===== src/rtl/symbol_split_if.sv =====
`default_nettype none
// ============================================================================
// symbol_split_if : block handshake and packed symbol buses for symbol_split
// Revision 1.0
// ============================================================================
interface symbol_split_if #(
   parameter int NSYM = 32,
   parameter int SW   = 10,
   parameter int CW   = 6
);
   logic                 start;
   logic                 in_ready;
   logic [NSYM*SW-1:0]   symbols;
   logic [CW-1:0]        j;
   logic [CW-1:0]        k;
   logic [NSYM*SW-1:0]   fsencoded;
   logic [NSYM*SW-1:0]   kencoded;
   logic [15:0]          enc_bits;
   logic                 out_valid;

   modport master (
      output start, symbols, j, k,
      input  in_ready, fsencoded, kencoded, enc_bits, out_valid
   );

   modport slave (
      input  start, symbols, j, k,
      output in_ready, fsencoded, kencoded, enc_bits, out_valid
   );
endinterface
`default_nettype wire


===== src/rtl/symbol_split.sv =====
`default_nettype none
// ============================================================================
// symbol_split : Rice splitter, one symbol per cycle into (sym>>k, sym&mask)
//                plus the total coded length of the block
// Revision 1.0
// ============================================================================
module symbol_split #(
   parameter int NSYM = 32,
   parameter int SW   = 10,
   parameter int CW   = 6
) (
   input logic           clk,
   input logic           reset_n,
   symbol_split_if.slave bus
);
   localparam int IW = $clog2(NSYM);

   typedef enum logic [1:0] {
      S_IDLE  = 2'd0,
      S_SPLIT = 2'd1,
      S_DONE  = 2'd2
   } state_t;

   state_t              state_q;
   logic                in_ready_q;
   logic                out_valid_q;
   logic [SW-1:0]       sym_q [NSYM];
   logic [SW-1:0]       fs_q  [NSYM];
   logic [SW-1:0]       kd_q  [NSYM];
   logic [CW-1:0]       j_eff_q;
   logic [CW-1:0]       k_eff_q;
   logic [IW-1:0]       idx_q;
   logic [15:0]         acc_q;
   logic [NSYM*SW-1:0]  fsenc_q;
   logic [NSYM*SW-1:0]  kenc_q;
   logic [15:0]         enc_bits_q;

   logic [SW-1:0]       sym_cur_d;
   logic [SW-1:0]       mask_d;
   logic [SW-1:0]       fs_d;
   logic [SW-1:0]       kd_d;
   logic [15:0]         acc_d;
   logic                last_d;
   logic [CW-1:0]       j_clamp_d;
   logic [CW-1:0]       k_clamp_d;

   always_comb begin
      sym_cur_d = sym_q[idx_q];
      // All-ones shifted left by k: k=0 gives mask 0, k=SW gives all ones
      mask_d    = ~({SW{1'b1}} << k_eff_q);
      fs_d      = sym_cur_d >> k_eff_q;
      kd_d      = sym_cur_d & mask_d;
      acc_d     = acc_q + 16'(fs_d) + 16'(k_eff_q) + 16'd1;
      last_d    = (CW'(idx_q) == (j_eff_q - CW'(1)));
      j_clamp_d = (bus.j > CW'(NSYM)) ? CW'(NSYM) : bus.j;
      k_clamp_d = (bus.k > CW'(SW))   ? CW'(SW)   : bus.k;
   end

   always_ff @(posedge clk or negedge reset_n) begin
      if (!reset_n) begin
         state_q     <= S_IDLE;
         in_ready_q  <= 1'b1;
         out_valid_q <= 1'b0;
         j_eff_q     <= '0;
         k_eff_q     <= '0;
         idx_q       <= '0;
         acc_q       <= '0;
         fsenc_q     <= '0;
         kenc_q      <= '0;
         enc_bits_q  <= '0;
         for (int i = 0; i < NSYM; i++) begin
            sym_q[i] <= '0;
            fs_q[i]  <= '0;
            kd_q[i]  <= '0;
         end
      end else begin
         out_valid_q <= 1'b0;
         case (state_q)
            S_IDLE: begin
               if (bus.start && (bus.j != '0)) begin
                  j_eff_q    <= j_clamp_d;
                  k_eff_q    <= k_clamp_d;
                  idx_q      <= '0;
                  acc_q      <= '0;
                  in_ready_q <= 1'b0;
                  state_q    <= S_SPLIT;
                  for (int i = 0; i < NSYM; i++) begin
                     sym_q[i] <= bus.symbols[NSYM*SW-1-i*SW -: SW];
                     fs_q[i]  <= '0;
                     kd_q[i]  <= '0;
                  end
               end
            end
            S_SPLIT: begin
               fs_q[idx_q] <= fs_d;
               kd_q[idx_q] <= kd_d;
               acc_q       <= acc_d;
               if (last_d) begin
                  state_q <= S_DONE;
               end else begin
                  idx_q <= idx_q + IW'(1);
               end
            end
            S_DONE: begin
               for (int i = 0; i < NSYM; i++) begin
                  fsenc_q[NSYM*SW-1-i*SW -: SW] <= fs_q[i];
                  kenc_q[NSYM*SW-1-i*SW -: SW]  <= kd_q[i];
               end
               enc_bits_q  <= acc_q;
               out_valid_q <= 1'b1;
               in_ready_q  <= 1'b1;
               state_q     <= S_IDLE;
            end
            default: begin
               state_q    <= S_IDLE;
               in_ready_q <= 1'b1;
            end
         endcase
      end
   end

   assign bus.in_ready  = in_ready_q;
   assign bus.out_valid = out_valid_q;
   assign bus.fsencoded = fsenc_q;
   assign bus.kencoded  = kenc_q;
   assign bus.enc_bits  = enc_bits_q;

endmodule
`default_nettype wire

===== src/flat_wrapper.sv =====
// flat-port wrapper written by rule: the top's interface ports become plain ports
module symbol_split_flat 
#(
   parameter int NSYM = 32,
   parameter int SW   = 10,
   parameter int CW   = 6
)
  (clk, reset_n, bus_start, bus_symbols, bus_j, bus_k, bus_in_ready, bus_fsencoded, bus_kencoded, bus_enc_bits, bus_out_valid);
  symbol_split_if #(.NSYM(NSYM), .SW(SW), .CW(CW)) bus_i ();
  input logic clk;
  input logic reset_n;
  input wire logic [$bits(bus_i.start)-1:0] bus_start;
  input wire logic [$bits(bus_i.symbols)-1:0] bus_symbols;
  input wire logic [$bits(bus_i.j)-1:0] bus_j;
  input wire logic [$bits(bus_i.k)-1:0] bus_k;
  output wire logic [$bits(bus_i.in_ready)-1:0] bus_in_ready;
  output wire logic [$bits(bus_i.fsencoded)-1:0] bus_fsencoded;
  output wire logic [$bits(bus_i.kencoded)-1:0] bus_kencoded;
  output wire logic [$bits(bus_i.enc_bits)-1:0] bus_enc_bits;
  output wire logic [$bits(bus_i.out_valid)-1:0] bus_out_valid;
  assign bus_i.start = bus_start;
  assign bus_i.symbols = bus_symbols;
  assign bus_i.j = bus_j;
  assign bus_i.k = bus_k;
  assign bus_in_ready = bus_i.in_ready;
  assign bus_fsencoded = bus_i.fsencoded;
  assign bus_kencoded = bus_i.kencoded;
  assign bus_enc_bits = bus_i.enc_bits;
  assign bus_out_valid = bus_i.out_valid;
  symbol_split #(.NSYM(NSYM), .SW(SW), .CW(CW)) u_core (.clk(clk), .reset_n(reset_n), .bus(bus_i));
endmodule

===== config.mk =====
export PLATFORM = sky130hd
export DESIGN_NAME = symbol_split_flat
export DESIGN_NICKNAME = d
export VERILOG_FILES = /design/src/rtl/symbol_split_if.sv /design/src/rtl/symbol_split.sv /design/src/flat_wrapper.sv
export SDC_FILE = /design/constraint.sdc
export NUM_CORES = 2
export LEC_CHECK = 0
export CAP_MARGIN = 25
export CORE_AREA = 3 3 381 383
export DETAILED_ROUTE_END_ITERATION = 7
export DIE_AREA = 0 0 384 386
export DONT_BUFFER_PORTS = 1
export GPL_TIMING_DRIVEN = 1
export PLACE_DENSITY = 0.59
export SLEW_MARGIN = 40
export SYNTH_ARGS = -nofsm -noshare
export SYNTH_HDL_FRONTEND = slang
export SYNTH_SLANG_ARGS = --single-unit

===== constraint.sdc =====
create_clock -name clk -period 10.45 [get_ports clk]
set_clock_uncertainty 0.05 [all_clocks]
set_input_delay 1.5675 -clock clk [delete_from_list [all_inputs] [get_ports clk]]
set_output_delay 1.5675 -clock clk [all_outputs]
set_load 0.005 [all_outputs]

==> impl_results.md <==
* Status: complete, no violations
* Final ANT Viol Nets at 0
* Vias/cell at 5.72
* Wire per inst at 28.7 um
* Post-synthesis sequential area ratio at 0.634
* Core footprint at 142,000 um2
* Primary FF master, synth: dfrtp_1
* RSZ-0062 raised after global routing: no
* Hold Slack at about 0.41 ns
* Avg Inst Size Synth at ~12 um2
* CTS Sinks at approximately 1,700
* Remaining DRCs at 0
* Pwr per Cell Area at ~300 nW/um2
* Max_slew headroom at 0.429
* Clk slew on worst S/H paths at 0.06 ns
* Post-Layout Cell Count at 7,480
* Vias in the first global route at 42,212
* Synth warnings at 0
* Tot GR Track Use at 0.286
* Most common cell in the netlist: dfrtp_1
* Largest cells by area after synthesis: dfrtp_1 (63%), mux2_2 (11%), nand2_1 (5.9%)
* Crit path required time at approximately 11 ns
* Final wirelength at roughly 210,000 um
* Pleak at between 30 and 40 nW
* DP Worst Slack at 3.72 ns
* Crit Reg-Reg Endpoint: u_core.acc_q[12]$_DFFE_PN0P_
* Initial DRC count at 3,776
* WS Path Type: reg -> reg
* Die width at 384 um
* Period minus WS final at 6.94 ns
* # hold bufs at CTS at 0
* Die Ht at 386 um
* Measured slew at the worst slew-check pin at 0.857 ns
* Final Util at 0.515
* Share of cells above drive strength 1 at 0.196
* Hold Path Class: in -> async
* Setup Total Neg Slack at 0 ns
* Initial core utilization at 0.461
* CP Capture Type: register
* Max Fanout on Critical Path at 104
* Mapped cell area at 65,300 um2
* Post-Syn Instances at around 5,600
* Max_cap viols at 0
* VDD IR max at 0.291 mV
* Post-CTS setup buffers at 0
* Syn_nets at 5,995
* TritonRoute pass-1 iters at 7
* Vias post-DR at 42,773
* Final Hold Vio Count at 0
* Worst R2R Path Depth at 20
* Hpwl dp at around 140,000 um
* Max-slew violation count at 0
* Max Buffers Root-to-Sink at 3
* Row cnt at 138
* Setup crit start: u_core.idx_q[1]$_DFFE_PN0P_
* Area grow syn2layout at 11.9%
* CTS H-tree lvls at 4
* I/O pin count at 993
* Largest net degree at the start of global routing at 255
* Final Cell Area at 73,100 um2
* Setup WS post-layout at ~3.5 ns
* CTS buffer count at 172
* Nets at 5,810
* FMAX at 0.144 GHz
* Seq cells post-synth at 1,653
* Setup violators final at 0
* Grt ovf at 0
* Pwr Total at 22.0 mW
* Clk_lat worst skew at around 0.8 ns
* Number of gates resized after cts at 0
* First-pass GRT wire length at 307,000 um
* Setup slack, reg-to-reg at ~3.5 ns
* Antenna violations before repair at 18
* Final RePlAce weighted congestion at 0.960
* Post-Place Cell Area at 67,500 um2
* Port bufs at 0
* RR Startpoint: u_core.idx_q[1]$_DFFE_PN0P_
* Post-synth top area share at 0.633
* Cell variety after synth at 64
* Die Area at 148,000 um2
* CTS tree: built
* Crit path DAT at between 7 and 8 ns
* Tcrit/Tclk final at 0.665
* Crit path launch type: register
* Synth top cells by count: dfrtp_1 (1,652), nand2_1 (1,033), nand3_1 (663)
* Yosys top cell by area: dfrtp_1
* Placed cells at 7,162
* Clk root buf: clkbuf_16
* Number of synthesized flops with an enable pin at 0
* Ys async rst share at 1.00
-- report_power, final --
part           leakage (nW)  internal, mW  switching (mW)
Clock                  2.70          3.44            2.56
Combinational          10.3          1.97            4.33
Sequential             22.4          8.06            1.60
Total                  35.4          13.5            8.49
-- layer usage --
| metal | up-vias | track usage | wire length, um |
|---|---|---|---|
| met4 | 14 | 0.129 | 10200 |
| met2 | 1524 | 0.447 | 101000 |
| met5 | - | 0 | 96 |
| met3 | 373 | 0.0928 | 18900 |
| met1 | 21844 | 0.363 | 85300 |
| li1 | 19018 | - | - |
-- cells by family after synthesis --
logic type | count (synthesis) | share of synthesized area
buffers and inverters | 495 | 0.0300
XOR/XNOR | 19 | 0.00255
adder cells (fa/ha/maj) | 27 | 0.00575
AND/OR/NAND/NOR | 1814 | 0.122
AO/OA/AOI/OAI | 805 | 0.0677
flip-flops | 1653 | 0.634
multiplexers | 820 | 0.139
-- worst max-delay path, stage by stage (launching register included) --
cell       delay, ns
dfrtp_4         0.71
buf_12          0.58
mux2i_1         0.30
o22ai_1         0.11
nor4_1          0.69
nand2_1         0.30
mux4_2          0.51
nand3_1         0.13
o31a_4          0.38
buf_16          0.22
fa_1            0.42
inv_1           0.06
ha_1            0.28
a21o_1          0.21
a21oi_1         0.28
o21ai_0         0.20
a2111oi_0       0.48
o41ai_1         0.20
a21oi_1         0.33
o211ai_1        0.12
o31ai_1         0.10
-- worst max path at each step --
stage,to,depth (start not counted)
2_1_floorplan,u_core.acc_q[14]$_DFFE_PN0P_,22
3_3_place_gp,u_core.acc_q[12]$_DFFE_PN0P_,18
3_5_place_dp,u_core.acc_q[12]$_DFFE_PN0P_,20
4_1_cts,u_core.acc_q[12]$_DFFE_PN0P_,20
5_1_grt,u_core.acc_q[12]$_DFFE_PN0P_,20
6_report,u_core.acc_q[12]$_DFFE_PN0P_,20
-- layout make-up --
| class | count | area (um2) |
|---|---|---|
| antenna | 13 | 32.5 |
| clock buffer | 258 | 5010 |
| clock inverter | 45 | 504 |
| fill | 12425 | 68700 |
| inverter | 36 | 135 |
| multi-input combinational | 3485 | 22200 |
| sequential | 1653 | 41400 |
| tap | 1890 | 2360 |
| timing repair buffer | 100 | 1490 |
-- registers in the layout, summed over array words and instances, names as in the netlist --
signal	flops
u_core.j_eff_q	6
u_core.bus.in_ready	1
u_core.sym_q	320
u_core.bus.fsencoded	320
u_core.kd_q	320
u_core.state_q	2
u_core.acc_q	16
u_core.bus.kencoded	320
u_core.bus.out_valid	1
u_core.idx_q	5
u_core.bus.enc_bits	16
u_core.fs_q	320
u_core.k_eff_q	6
-- cells in the final DEF, fill, tap and decap left out, drive strengths merged, types with 3 or more instances in the layout --
cell and instances:
nand4b 4, inv 42, o31ai 6, o41ai 3, clkinvlp 4, or3 4
ha 22, fa 5, o211ai 4, clkinv 30, buf 100, nand3b 6
mux2 657, a21o 6, clkbuf 258, dfrtp 1652, a22oi 6, nor3 10
nor3b 3, nand3 663, bufinv 5, nand2 1035, a21oi 7, nand4 5
mux2i 161, diode 13, xor2 6, or4b 4, nor4 20, o21ai 675
nor2b 3, and2 6, o22ai 80, nand4bb 6, a31oi 4, xnor2 13
nor2 38
Power figures use the tool's default switching activity.
